===== config.mk =====
export PLATFORM = sky130hd
export DESIGN_NAME = lc3b_decode_stage_flat
export DESIGN_NICKNAME = d
export VERILOG_FILES = /design/src/rtl/lc3b_decode_stage_if.sv /design/src/rtl/lc3b_decode_stage.sv /design/src/flat_wrapper.sv
export SDC_FILE = /design/constraint.sdc
export NUM_CORES = 1
export LEC_CHECK = 0
export CORE_MARGIN = 2
export CORE_UTILIZATION = 52
export CTS_BUF_LIST = sky130_fd_sc_hd__clkbuf_4 sky130_fd_sc_hd__clkbuf_8
export CTS_CLUSTER_SIZE = 14
export DETAILED_ROUTE_END_ITERATION = 8
export PLACE_DENSITY = 0.86
export RECOVER_POWER = 25
export SYNTH_ARGS = -nofsm -noshare
export SYNTH_HDL_FRONTEND = slang
export SYNTH_SLANG_ARGS = --single-unit
export TNS_END_PERCENT = 5

===== constraint.sdc =====
create_clock -name clk -period 3.6 [get_ports clk]
set_input_delay 0.36 -clock clk [delete_from_list [all_inputs] [get_ports clk]]
set_output_delay 0.36 -clock clk [all_outputs]
set_load 0.01 [all_outputs]

===== src/rtl/lc3b_decode_stage_if.sv =====
// Fetch-to-decode handshake and the decode-to-execute control bundle of the
// LC-3b pipeline, grouped so the stage has a single bus port.
interface lc3b_decode_stage_if;
  logic        if_valid;
  logic [15:0] if_instr;
  logic [15:0] if_pc;
  logic        if_ready;
  logic        flush;
  logic        ex_ready;
  logic        id_valid;
  logic [3:0]  id_opcode;
  logic [3:0]  id_aluop;
  logic        id_load_cc;
  logic        id_load_regfile;
  logic [2:0]  id_sr1;
  logic [2:0]  id_sr2;
  logic [2:0]  id_dest;
  logic [2:0]  id_nzp;
  logic [15:0] id_imm;
  logic        id_imm_sel;
  logic [15:0] id_pc;
  logic        id_illegal;

  // Pipeline side that feeds decode and consumes its output register
  modport master (
    output if_valid, if_instr, if_pc, flush, ex_ready,
    input  if_ready, id_valid, id_opcode, id_aluop, id_load_cc, id_load_regfile,
           id_sr1, id_sr2, id_dest, id_nzp, id_imm, id_imm_sel, id_pc, id_illegal
  );

  // The decode stage itself
  modport slave (
    input  if_valid, if_instr, if_pc, flush, ex_ready,
    output if_ready, id_valid, id_opcode, id_aluop, id_load_cc, id_load_regfile,
           id_sr1, id_sr2, id_dest, id_nzp, id_imm, id_imm_sel, id_pc, id_illegal
  );
endinterface


===== src/rtl/lc3b_decode_stage.sv =====
// LC-3b decode stage: decodes one instruction per cycle into a registered
// control bundle and holds back a consumer of a just-loaded register for one bubble.
module lc3b_decode_stage #(
  parameter logic [15:0] RESET_PC = 16'h0000
) (
  input  logic               clk,
  input  logic               reset_n,
  lc3b_decode_stage_if.slave bus
);

  localparam logic [3:0] OP_BR   = 4'h0;
  localparam logic [3:0] OP_ADD  = 4'h1;
  localparam logic [3:0] OP_LDB  = 4'h2;
  localparam logic [3:0] OP_STB  = 4'h3;
  localparam logic [3:0] OP_JSR  = 4'h4;
  localparam logic [3:0] OP_AND  = 4'h5;
  localparam logic [3:0] OP_LDR  = 4'h6;
  localparam logic [3:0] OP_STR  = 4'h7;
  localparam logic [3:0] OP_RTI  = 4'h8;
  localparam logic [3:0] OP_NOT  = 4'h9;
  localparam logic [3:0] OP_LDI  = 4'hA;
  localparam logic [3:0] OP_STI  = 4'hB;
  localparam logic [3:0] OP_JMP  = 4'hC;
  localparam logic [3:0] OP_SHF  = 4'hD;
  localparam logic [3:0] OP_LEA  = 4'hE;
  localparam logic [3:0] OP_TRAP = 4'hF;

  localparam logic [3:0] ALU_ADD  = 4'h0;
  localparam logic [3:0] ALU_AND  = 4'h1;
  localparam logic [3:0] ALU_NOT  = 4'h2;
  localparam logic [3:0] ALU_PASS = 4'h3;
  localparam logic [3:0] ALU_SLL  = 4'h4;
  localparam logic [3:0] ALU_SRL  = 4'h5;
  localparam logic [3:0] ALU_SRA  = 4'h6;

  typedef struct packed {
    logic [3:0]  opcode;
    logic [3:0]  aluop;
    logic        load_cc;
    logic        load_regfile;
    logic [2:0]  sr1;
    logic [2:0]  sr2;
    logic [2:0]  dest;
    logic [2:0]  nzp;
    logic [15:0] imm;
    logic        imm_sel;
    logic        illegal;
  } ctrl_t;

  function automatic logic is_load(input logic [3:0] op);
    return (op == OP_LDB) || (op == OP_LDR) || (op == OP_LDI);
  endfunction

  // Byte accesses use the raw offset; word accesses scale it by two
  function automatic logic [15:0] mem_offset(input logic [15:0] ir);
    logic [15:0] off;
    off = {{10{ir[5]}}, ir[5:0]};
    if ((ir[15:12] == OP_LDB) || (ir[15:12] == OP_STB)) begin
      return off;
    end else begin
      return {off[14:0], 1'b0};
    end
  endfunction

  function automatic ctrl_t decode(input logic [15:0] ir);
    ctrl_t c;
    c        = '0;
    c.opcode = ir[15:12];
    case (ir[15:12])
      OP_ADD, OP_AND: begin
        c.aluop        = (ir[15:12] == OP_AND) ? ALU_AND : ALU_ADD;
        c.dest         = ir[11:9];
        c.sr1          = ir[8:6];
        c.sr2          = ir[2:0];
        c.imm_sel      = ir[5];
        c.imm          = {{11{ir[4]}}, ir[4:0]};
        c.load_cc      = 1'b1;
        c.load_regfile = 1'b1;
      end
      OP_NOT: begin
        c.aluop        = ALU_NOT;
        c.dest         = ir[11:9];
        c.sr1          = ir[8:6];
        c.load_cc      = 1'b1;
        c.load_regfile = 1'b1;
      end
      OP_SHF: begin
        if (ir[5:4] == 2'b10) begin
          c.illegal = 1'b1;
        end else begin
          case (ir[5:4])
            2'b00:   c.aluop = ALU_SLL;
            2'b01:   c.aluop = ALU_SRL;
            default: c.aluop = ALU_SRA;
          endcase
          c.dest         = ir[11:9];
          c.sr1          = ir[8:6];
          c.imm          = {12'h000, ir[3:0]};
          c.imm_sel      = 1'b1;
          c.load_cc      = 1'b1;
          c.load_regfile = 1'b1;
        end
      end
      OP_LDB, OP_LDR, OP_LDI: begin
        c.aluop        = ALU_ADD;
        c.dest         = ir[11:9];
        c.sr1          = ir[8:6];
        c.imm          = mem_offset(ir);
        c.imm_sel      = 1'b1;
        c.load_cc      = 1'b1;
        c.load_regfile = 1'b1;
      end
      OP_STB, OP_STR, OP_STI: begin
        c.aluop   = ALU_ADD;
        c.sr1     = ir[8:6];
        c.sr2     = ir[11:9];
        c.imm     = mem_offset(ir);
        c.imm_sel = 1'b1;
      end
      OP_LEA: begin
        c.aluop        = ALU_PASS;
        c.dest         = ir[11:9];
        c.imm          = {{6{ir[8]}}, ir[8:0], 1'b0};
        c.load_regfile = 1'b1;
      end
      OP_BR: begin
        c.nzp = ir[11:9];
        c.imm = {{6{ir[8]}}, ir[8:0], 1'b0};
      end
      OP_JMP: begin
        c.sr1 = ir[8:6];
      end
      OP_JSR: begin
        c.dest         = 3'd7;
        c.load_regfile = 1'b1;
        if (ir[11]) begin
          c.imm = {{4{ir[10]}}, ir[10:0], 1'b0};
        end else begin
          c.sr1 = ir[8:6];
        end
      end
      OP_TRAP: begin
        c.dest         = 3'd7;
        c.load_regfile = 1'b1;
        c.imm          = {7'h00, ir[7:0], 1'b0};
      end
      OP_RTI: begin
        c.illegal = 1'b1;
      end
      default: begin
        c.illegal = 1'b1;
      end
    endcase
    return c;
  endfunction

  // Only register fields the incoming instruction actually consumes count
  function automatic logic reads_reg(input logic [15:0] ir, input logic [2:0] r);
    logic hit;
    hit = 1'b0;
    case (ir[15:12])
      OP_ADD, OP_AND:                           hit = (ir[8:6] == r) || (!ir[5] && (ir[2:0] == r));
      OP_NOT, OP_SHF, OP_LDB, OP_LDR, OP_LDI,
      OP_JMP:                                   hit = (ir[8:6] == r);
      OP_STB, OP_STR, OP_STI:                   hit = (ir[8:6] == r) || (ir[11:9] == r);
      OP_JSR:                                   hit = !ir[11] && (ir[8:6] == r);
      default:                                  hit = 1'b0;
    endcase
    return hit;
  endfunction

  logic  valid_r;
  ctrl_t ctrl_r;
  logic [15:0] pc_r;
  ctrl_t decoded_s;
  logic  advance_s;
  logic  hazard_s;
  logic  ready_s;
  logic  capture_s;

  assign decoded_s = decode(bus.if_instr);

  // Handshake and load-use interlock
  always_comb begin
    advance_s = 1'b0;
    hazard_s  = 1'b0;
    ready_s   = 1'b0;
    capture_s = 1'b0;
    advance_s = !valid_r || bus.ex_ready;
    hazard_s  = bus.if_valid && valid_r && is_load(ctrl_r.opcode) &&
                ctrl_r.load_regfile && reads_reg(bus.if_instr, ctrl_r.dest);
    ready_s   = advance_s && !hazard_s;
    capture_s = bus.if_valid && ready_s && !bus.flush;
  end

  // Output register: flush kills, capture loads, an advance with nothing taken drains
  always_ff @(posedge clk or negedge reset_n) begin
    if (!reset_n) begin
      valid_r <= 1'b0;
      ctrl_r  <= '0;
      pc_r    <= RESET_PC;
    end else if (bus.flush) begin
      valid_r <= 1'b0;
    end else if (capture_s) begin
      valid_r <= 1'b1;
      ctrl_r  <= decoded_s;
      pc_r    <= bus.if_pc;
    end else if (advance_s) begin
      valid_r <= 1'b0;
    end else begin
      valid_r <= valid_r;
    end
  end

  assign bus.if_ready        = ready_s;
  assign bus.id_valid        = valid_r;
  assign bus.id_opcode       = ctrl_r.opcode;
  assign bus.id_aluop        = ctrl_r.aluop;
  assign bus.id_load_cc      = ctrl_r.load_cc;
  assign bus.id_load_regfile = ctrl_r.load_regfile;
  assign bus.id_sr1          = ctrl_r.sr1;
  assign bus.id_sr2          = ctrl_r.sr2;
  assign bus.id_dest         = ctrl_r.dest;
  assign bus.id_nzp          = ctrl_r.nzp;
  assign bus.id_imm          = ctrl_r.imm;
  assign bus.id_imm_sel      = ctrl_r.imm_sel;
  assign bus.id_pc           = pc_r;
  assign bus.id_illegal      = ctrl_r.illegal;

endmodule

===== src/flat_wrapper.sv =====
// flat-port wrapper written by rule: the top's interface ports become plain ports
module lc3b_decode_stage_flat 
#(
  parameter logic [15:0] RESET_PC = 16'h0000
)
  (clk, reset_n, bus_if_valid, bus_if_instr, bus_if_pc, bus_flush, bus_ex_ready, bus_if_ready, bus_id_valid, bus_id_opcode, bus_id_aluop, bus_id_load_cc, bus_id_load_regfile, bus_id_sr1, bus_id_sr2, bus_id_dest, bus_id_nzp, bus_id_imm, bus_id_imm_sel, bus_id_pc, bus_id_illegal);
  lc3b_decode_stage_if bus_i ();
  input  logic clk;
  input  logic reset_n;
  input wire logic [$bits(bus_i.if_valid)-1:0] bus_if_valid;
  input wire logic [$bits(bus_i.if_instr)-1:0] bus_if_instr;
  input wire logic [$bits(bus_i.if_pc)-1:0] bus_if_pc;
  input wire logic [$bits(bus_i.flush)-1:0] bus_flush;
  input wire logic [$bits(bus_i.ex_ready)-1:0] bus_ex_ready;
  output wire logic [$bits(bus_i.if_ready)-1:0] bus_if_ready;
  output wire logic [$bits(bus_i.id_valid)-1:0] bus_id_valid;
  output wire logic [$bits(bus_i.id_opcode)-1:0] bus_id_opcode;
  output wire logic [$bits(bus_i.id_aluop)-1:0] bus_id_aluop;
  output wire logic [$bits(bus_i.id_load_cc)-1:0] bus_id_load_cc;
  output wire logic [$bits(bus_i.id_load_regfile)-1:0] bus_id_load_regfile;
  output wire logic [$bits(bus_i.id_sr1)-1:0] bus_id_sr1;
  output wire logic [$bits(bus_i.id_sr2)-1:0] bus_id_sr2;
  output wire logic [$bits(bus_i.id_dest)-1:0] bus_id_dest;
  output wire logic [$bits(bus_i.id_nzp)-1:0] bus_id_nzp;
  output wire logic [$bits(bus_i.id_imm)-1:0] bus_id_imm;
  output wire logic [$bits(bus_i.id_imm_sel)-1:0] bus_id_imm_sel;
  output wire logic [$bits(bus_i.id_pc)-1:0] bus_id_pc;
  output wire logic [$bits(bus_i.id_illegal)-1:0] bus_id_illegal;
  assign bus_i.if_valid = bus_if_valid;
  assign bus_i.if_instr = bus_if_instr;
  assign bus_i.if_pc = bus_if_pc;
  assign bus_i.flush = bus_flush;
  assign bus_i.ex_ready = bus_ex_ready;
  assign bus_if_ready = bus_i.if_ready;
  assign bus_id_valid = bus_i.id_valid;
  assign bus_id_opcode = bus_i.id_opcode;
  assign bus_id_aluop = bus_i.id_aluop;
  assign bus_id_load_cc = bus_i.id_load_cc;
  assign bus_id_load_regfile = bus_i.id_load_regfile;
  assign bus_id_sr1 = bus_i.id_sr1;
  assign bus_id_sr2 = bus_i.id_sr2;
  assign bus_id_dest = bus_i.id_dest;
  assign bus_id_nzp = bus_i.id_nzp;
  assign bus_id_imm = bus_i.id_imm;
  assign bus_id_imm_sel = bus_i.id_imm_sel;
  assign bus_id_pc = bus_i.id_pc;
  assign bus_id_illegal = bus_i.id_illegal;
  lc3b_decode_stage #(.RESET_PC(RESET_PC)) u_core (.clk(clk), .reset_n(reset_n), .bus(bus_i));
endmodule

=== Yosys cells after proc, flatten, opt, wreduce, memory -nomap -nowiden ===
Index checks and enable logic that the tools add are counted.

* Register bits: 57
* Bits of input ports: 37
* Word-level logic and storage cells: 94

* Reductions and logical operators: 34
* Mux-type cells: 23
* Bitwise logic cells: 1
* Eq/ne operators: 23

{| class="wikitable"
|+ Operators by type and width
! kind !! number
|-
| $pmux 16 s6 || 1
|-
| $eq 4x4->1 const B || 9
|-
| $eq 4x3->1 const B || 5
|-
| $pmux 3 s3 || 2
|-
| $reduce_or 6->1 || 3
|-
| $mux 16 || 1
|-
| $pmux 4 s4 || 1
|-
| $eq 4x2->1 const B || 3
|-
| $reduce_or 10->1 || 1
|-
| $eq 3x3->1 || 3
|-
| $logic_and 1x1->1 || 9
|-
| $mux 3 || 3
|-
| $reduce_or 9->1 || 1
|-
| $mux 8 || 1
|-
| $reduce_or 7->1 || 1
|-
| $logic_or 1x1->1 || 6
|-
| $mux 6 || 1
|-
| $pmux 1 s2 || 3
|-
| $pmux 3 s2 || 1
|-
| $reduce_or 2->1 || 3
|-
| $logic_not 1->1 || 5
|-
| $mux 1 || 5
|-
| $mux 5 || 1
|-
| $eq 4x1->1 const B || 1
|-
| other kinds (11) || 11
|}

=== Depth between registers and ports, before layout ===
* Depth in word-level cells: 12
* Gate-level depth with buffers: 8
* Mapped depth without buffers: 5

=== Worst setup path before layout ===
OpenSTA, ideal clock, no wires.

* Path type: in2reg
* From: input port bus_if_instr[11]
* To: register u_core.ctrl_r, in the netlist u_core.bus.id_aluop[2]
* Setup time: 0.125 ns
* Data arrival time: 1.956 ns
* Path slack: 1.519 ns
* Stages on the path: 8
* Data required time: 3.475 ns
* Path buffers: 3
* Cell sequence: buf_2 -> nand2b_1 -> a211oi_1 -> or4_4 -> o211a_1 -> buf_6 -> buf_6 -> mux2_4

* Word-level cells in the longest chain between the ends: 9
* Elaborated cells on any way between the ends: 11
* Classes of those cells: eq/ne (1); mux (1); reduce/logical (9)

{| class="wikitable"
|+ RTL lines
! element !! RTL line !! text
|-
| from (decl) || flat_wrapper.sv:11 || <nowiki>input wire logic [$bits(bus_i.if_instr)-1:0] bus_if_instr;</nowiki>
|-
| $eq 3x3->1 / $logic_not 1->1 (equally long branches) || lc3b_decode_stage.sv:165, lc3b_decode_stage.sv:166 ||
|-
| $logic_or 1x1->1 / $logic_and 1x1->1 (equally long branches) || lc3b_decode_stage.sv:165, lc3b_decode_stage.sv:166 ||
|-
| $pmux 1 s4 (*) || lc3b_decode_stage.sv:161 || <nowiki>case (ir[15:12])</nowiki>
|-
| $logic_and 1x1->1 (*) || lc3b_decode_stage.sv:191 || <nowiki>ctrl_r.load_regfile && reads_reg(bus.if_instr, ctrl_r.dest);</nowiki>
|-
| $logic_not 1->1 (*) || lc3b_decode_stage.sv:192 || <nowiki>ready_s = advance_s && !hazard_s;</nowiki>
|-
| $logic_and 1x1->1 (*) || lc3b_decode_stage.sv:192 ||
|-
| $logic_and 1x1->1 (*) (2 in series) || lc3b_decode_stage.sv:193 || <nowiki>capture_s = bus.if_valid && ready_s && !bus.flush;</nowiki>
|-
| $reduce_and 2->1 (no source line) (*) || - ||
|-
| to (signal assigned) || lc3b_decode_stage.sv:206 || <nowiki>ctrl_r <= decoded_s;</nowiki>
|-
| to (decl) || lc3b_decode_stage.sv:173 || <nowiki>ctrl_t ctrl_r;</nowiki>
|}

Every way passes the cells marked *; elsewhere a longest branch is shown, timed or not.
A chain may end at the register's enable or synchronous reset.

=== Worst setup path after layout ===
* From: input port bus_if_instr[12]
* To: output port bus_if_ready

* Word-level cells in the longest chain between the ends: 6
* Elaborated cells on any way between the ends: 19
* Classes of those cells: eq/ne (12); mux (1); reduce/logical (6)

{| class="wikitable"
|+ RTL lines
! element !! RTL line !! text
|-
| $eq 4x4->1, or another cell as far along || lc3b_decode_stage.sv:161 ||
|-
| $reduce_or 6->1, or another cell as far along || lc3b_decode_stage.sv:161 ||
|-
| $pmux 1 s4 (*) || lc3b_decode_stage.sv:161 ||
|-
| $logic_and 1x1->1 (*) || lc3b_decode_stage.sv:191 ||
|-
| $logic_not 1->1 (*) || lc3b_decode_stage.sv:192 ||
|-
| $logic_and 1x1->1 (*) || lc3b_decode_stage.sv:192 ||
|-
| to (decl) || flat_wrapper.sv:15 || <nowiki>output wire logic [$bits(bus_i.if_ready)-1:0] bus_if_ready;</nowiki>
|}

Marked as above.

==> impl_metrics.csv <==
group,metric,value,unit
finish,layout-drive-gt1-share,15.1,%
detailed_routing,ant_nets,0,
detailed_routing,viasPerCell,5.50,
logic_synthesis,synthMuxAreaShare,24.3,%
timing,finalSetupViolations,0,
power_and_ir_drop,seqPwrFrac,42.3,%
floorplanning,floorplan.rows,28,
cts,clock_path_buffers,2,
power_and_ir_drop,swShare,28.7,%
place,io_buffers,93,
detailed_routing,drt-met1-wl,3.27,mm
place,globalplace.congestion,0.920,
min_path,hp-class,"reg -> reg",
worst_setup_path,crit_arrival,2.49,ns
grt,overflow,0,
timing,final.setup_skew,0.00956,ns
power_and_ir_drop,switching_power,0.512,mW
logic_synthesis,synthesis.area,0.00307,sq mm
finish,area_growth,32.9,%
detailed_routing,first_pass_iters,4,
grt,grt_max_degree,53,
timing,slew_headroom,-81.5,%
logic_synthesis,ys_seq_area_share,42.3,%
timing,max_freq,350,MHz
timing,tns,0,ns
floorplanning,io_pins,95,
cts,clkSinkCount,52,
worst_setup_path,path_class,"in -> out",
grt,antenna_found_initial,0,
logic_synthesis,synth.distinct_cells,45,
detailed_routing,met2_wirelength,3.59,mm
finish,regArea,0.00130,sq mm
finish,final_area,0.00409,sq mm
grt,grt_usage,23.4,%
cts,post-cts-setup-buffer-count,0,
worst_setup_path,cp_top_family,"buffers and inverters",
worst_setup_path,worstPathCellList,"clkdlybuf4s50_1, a211oi_1, or4_4, nor2_1, nor2_1, clkdlybuf4s50_1",
logic_synthesis,syn_nets,322,
finish,final_cells,439,
worst_setup_path,r2r_end,"u_core.bus.id_dest[0]",
floorplanning,start_util,52.9,%
cts,cts_buffers,5,
place,placed_area,0.00398,sq mm
logic_synthesis,yosys.area_share.simple,10.8,%
worst_setup_path,start_kind,"input pin",
detailed_routing,routedWlPerCell,17.0,um
logic_synthesis,synth_edf_count,0,
worst_setup_path,cp_slowest_cell,"clkdlybuf4s50_1",
timing,period_share,79.3,%
status,violations,"max-capacitance violations, max-slew violations",
power_and_ir_drop,pwr-share-clk,22.4,%
grt,grt_pass1_wl,11.9,mm
timing,rsz0062_at_grt,"false",
worst_setup_path,crit_path_end_kind,"output port",
timing,period_needed,2.85,ns
min_path,min_from,"u_core.bus.id_imm[10]",
cts,ctsHoldBuffers,0,
worst_setup_path,r2r-start,"u_core.bus.id_dest[2]",
logic_synthesis,synth_flop_cell,"dfrtp_1",
timing,worst_pin_slew,2.72,ns
place,dp_hpwl,5.45,mm
power_and_ir_drop,p_int,1.27,mW
timing,drv_slew,53,
worst_setup_path,regToRegSetupSlack,1.24,ns
logic_synthesis,synth_compound_area_share,12.5,%
logic_synthesis,syn_inst,285,
power_and_ir_drop,leakagePower,1.76,nW
worst_setup_path,worst-path-buf-inv,2,
worst_setup_path,max_stage_delay,0.77,ns
cts,cts_tree,"built",
cts,root_buffer,"clkbuf_8",
cts,clk_pin_slew,0.10,ns
power_and_ir_drop,p_per_area,437,mW/mm^2
logic_synthesis,yosysWarnings,0,
worst_setup_path,cp-startpoint,"bus_if_instr[12]",
logic_synthesis,async_flop_share,100,%
floorplanning,die-width,80.9,um
place,dp.cells,431,
power_and_ir_drop,p_total,1.78,mW
logic_synthesis,synth_xor_area_share,2.56,%
power_and_ir_drop,power_frac_comb,35.3,%
grt,first_global_vias,2412,
cts,clk_latency,0.31,ns
floorplanning,die-area,0.00654,sq mm
cts,ctsResizeCount,0,
finish,diodes,0,
detailed_routing,drc,0,
finish,nets,400,
worst_setup_path,critPathMaxFanout,15,
detailed_routing,dr_wl_met3,463,um
min_path,whs_path_depth,1,
detailed_routing,topRoutingLayerUsed,"met4",
worst_setup_path,crit_required,3.24,ns
min_path,whs_endpoint,"u_core.bus.id_imm[10]",
flow_run,drv_cap,1,
status,outcome,"finished, violations left",
detailed_routing,first_iter_violations,213,
worst_setup_path,cp.depth,6,
finish,fillers,454,
logic_synthesis,synth_seq_cells,52,
cts,htreeDepth,2,
worst_setup_path,reg2reg_depth,5,
detailed_routing,vias,2414,
logic_synthesis,synth_area_per_cell,10.8,sq um
finish,multi_input_area,0.00156,sq mm
floorplanning,core_area,0.00582,sq mm
detailed_routing,routed_wl,7.48,mm
logic_synthesis,synth_top_family_by_area,"multiplexers",
timing,final_hold_viol_count,0,
logic_synthesis,synth_fa_ha_area_share,0,%
power_and_ir_drop,peakVddDrop,0.000253,V
floorplanning,fp.dieH,80.9,um
-- registers in the layout, summed over array words and instances (netlist names) --
register and count:
u_core.bus.id_sr1 3, u_core.bus.id_aluop 3, u_core.bus.id_load_regfile 1, u_core.bus.id_pc 16, u_core.bus.id_opcode 4, u_core.bus.id_imm 12
u_core.bus.id_load_cc 1, u_core.bus.id_valid 1, u_core.bus.id_illegal 1, u_core.bus.id_dest 3, u_core.bus.id_nzp 3, u_core.bus.id_imm_sel 1
u_core.bus.id_sr2 3
-- synth_stat cells, types with 2 or more instances --
master	n	share of area, %
buf_6	5	1.8
xnor2_1	9	2.6
mux2_4	37	18
dfrtp_1	52	42
o211a_1	2	0.65
nand2b_1	3	0.61
a21oi_1	10	1.6
clkbuf_1	11	1.3
o32ai_1	3	0.85
mux2i_1	18	5.9
nor4_1	2	0.41
inv_1	15	1.8
nand2_1	23	2.8
buf_1	3	0.37
buf_2	3	0.49
buf_4	6	1.5
nand3_1	5	0.81
nor3_1	5	0.81
nand3b_1	2	0.49
o21ai_0	15	2.4
a22o_1	7	2.0
nor2b_1	10	2.0
a21o_1	6	1.5
a31oi_1	2	0.41
nor2_1	11	1.3
-- worst register-to-register path, stage by stage (launching register included) --
cell and delay [ns]:
dfrtp_1 0.49, xnor2_1 0.17, nand3_1 0.12, o211a_1 0.21
o211a_4 0.83, mux2_2 0.43
-- area by class of cell --
type,instances,share of cell area (%)
sequential,52,31.9
clock buffer,5,1.68
timing repair buffer,99,23.7
multi-input combinational,190,38.1
inverter,15,1.38
clock inverter,3,1.04
tap,75,2.30
-- per-layer routing --
layer	global-route usage (%)	vias up
met4	7.80	0
met2	37.6	95
met1	31.3	1159
met3	5.22	17
li1	-	1143
met5	0	-
-- power groups by stage --
stage               Clock [mW]  Sequential (mW)  Combinational, mW
finish                   0.399            0.755              0.630
global route             0.432            0.767              0.676
CTS                      0.405            0.755              0.635
detailed placement           0            0.765              0.630
global placement             0            0.759              0.619
floorplan                    0            0.798              0.284
-- placed cells by master, fill, tap and decap left out, types with 2 or more instances in the layout --
master           netlist  final
a21o_1                 6      6
a21oi_1               10     10
a22o_1                 7      7
a31oi_1                2      2
buf_4                  6      5
clkbuf_8               0      5
clkdlybuf4s50_1        0     92
dfrtp_1               52     52
inv_1                 15     15
mux2_4                37     37
mux2i_1               18     18
nand2_1               23     23
nand2b_1               3      3
nand3_1                5      5
nand3b_1               2      2
nor2_1                11     11
nor2b_1               10     10
nor3_1                 5      5
nor4_1                 2      2
o21ai_0               15     15
o32ai_1                3      3
xnor2_1                9      9
-- cells by family (layout without fill, tap and decap cells) --
group / after synthesis / in the layout
simple gates: 67 / 67
compound gates: 57 / 57
mux: 56 / 56
flops: 52 / 52
buf+inv: 43 / 122
xor+xnor: 9 / 9
other cells: 1 / 1
-- worst max-delay path by stage --
stage                                        end  slack, ns
after floorplan           u_core.bus.id_aluop[2]       1.52
final                               bus_if_ready       0.75
after global placement     u_core.bus.id_dest[0]       0.63
after CTS                           bus_if_ready       0.75
after detailed placement   u_core.bus.id_dest[0]       0.50
after global routing         u_core.bus.id_pc[5]       0.40
-- per-stage QoR --
step           util, %  hold slack (ns)  setup slack (ns)
6_report          70.2            0.518             0.746
4_1_cts           70.3            0.183             0.753
3_5_place_dp      68.4            0.494             0.500
2_1_floorplan        -           0.0644              1.52
5_1_grt           70.2            0.532             0.399
3_3_place_gp      68.4            0.491             0.626
(Power assumes the default switching activity.)
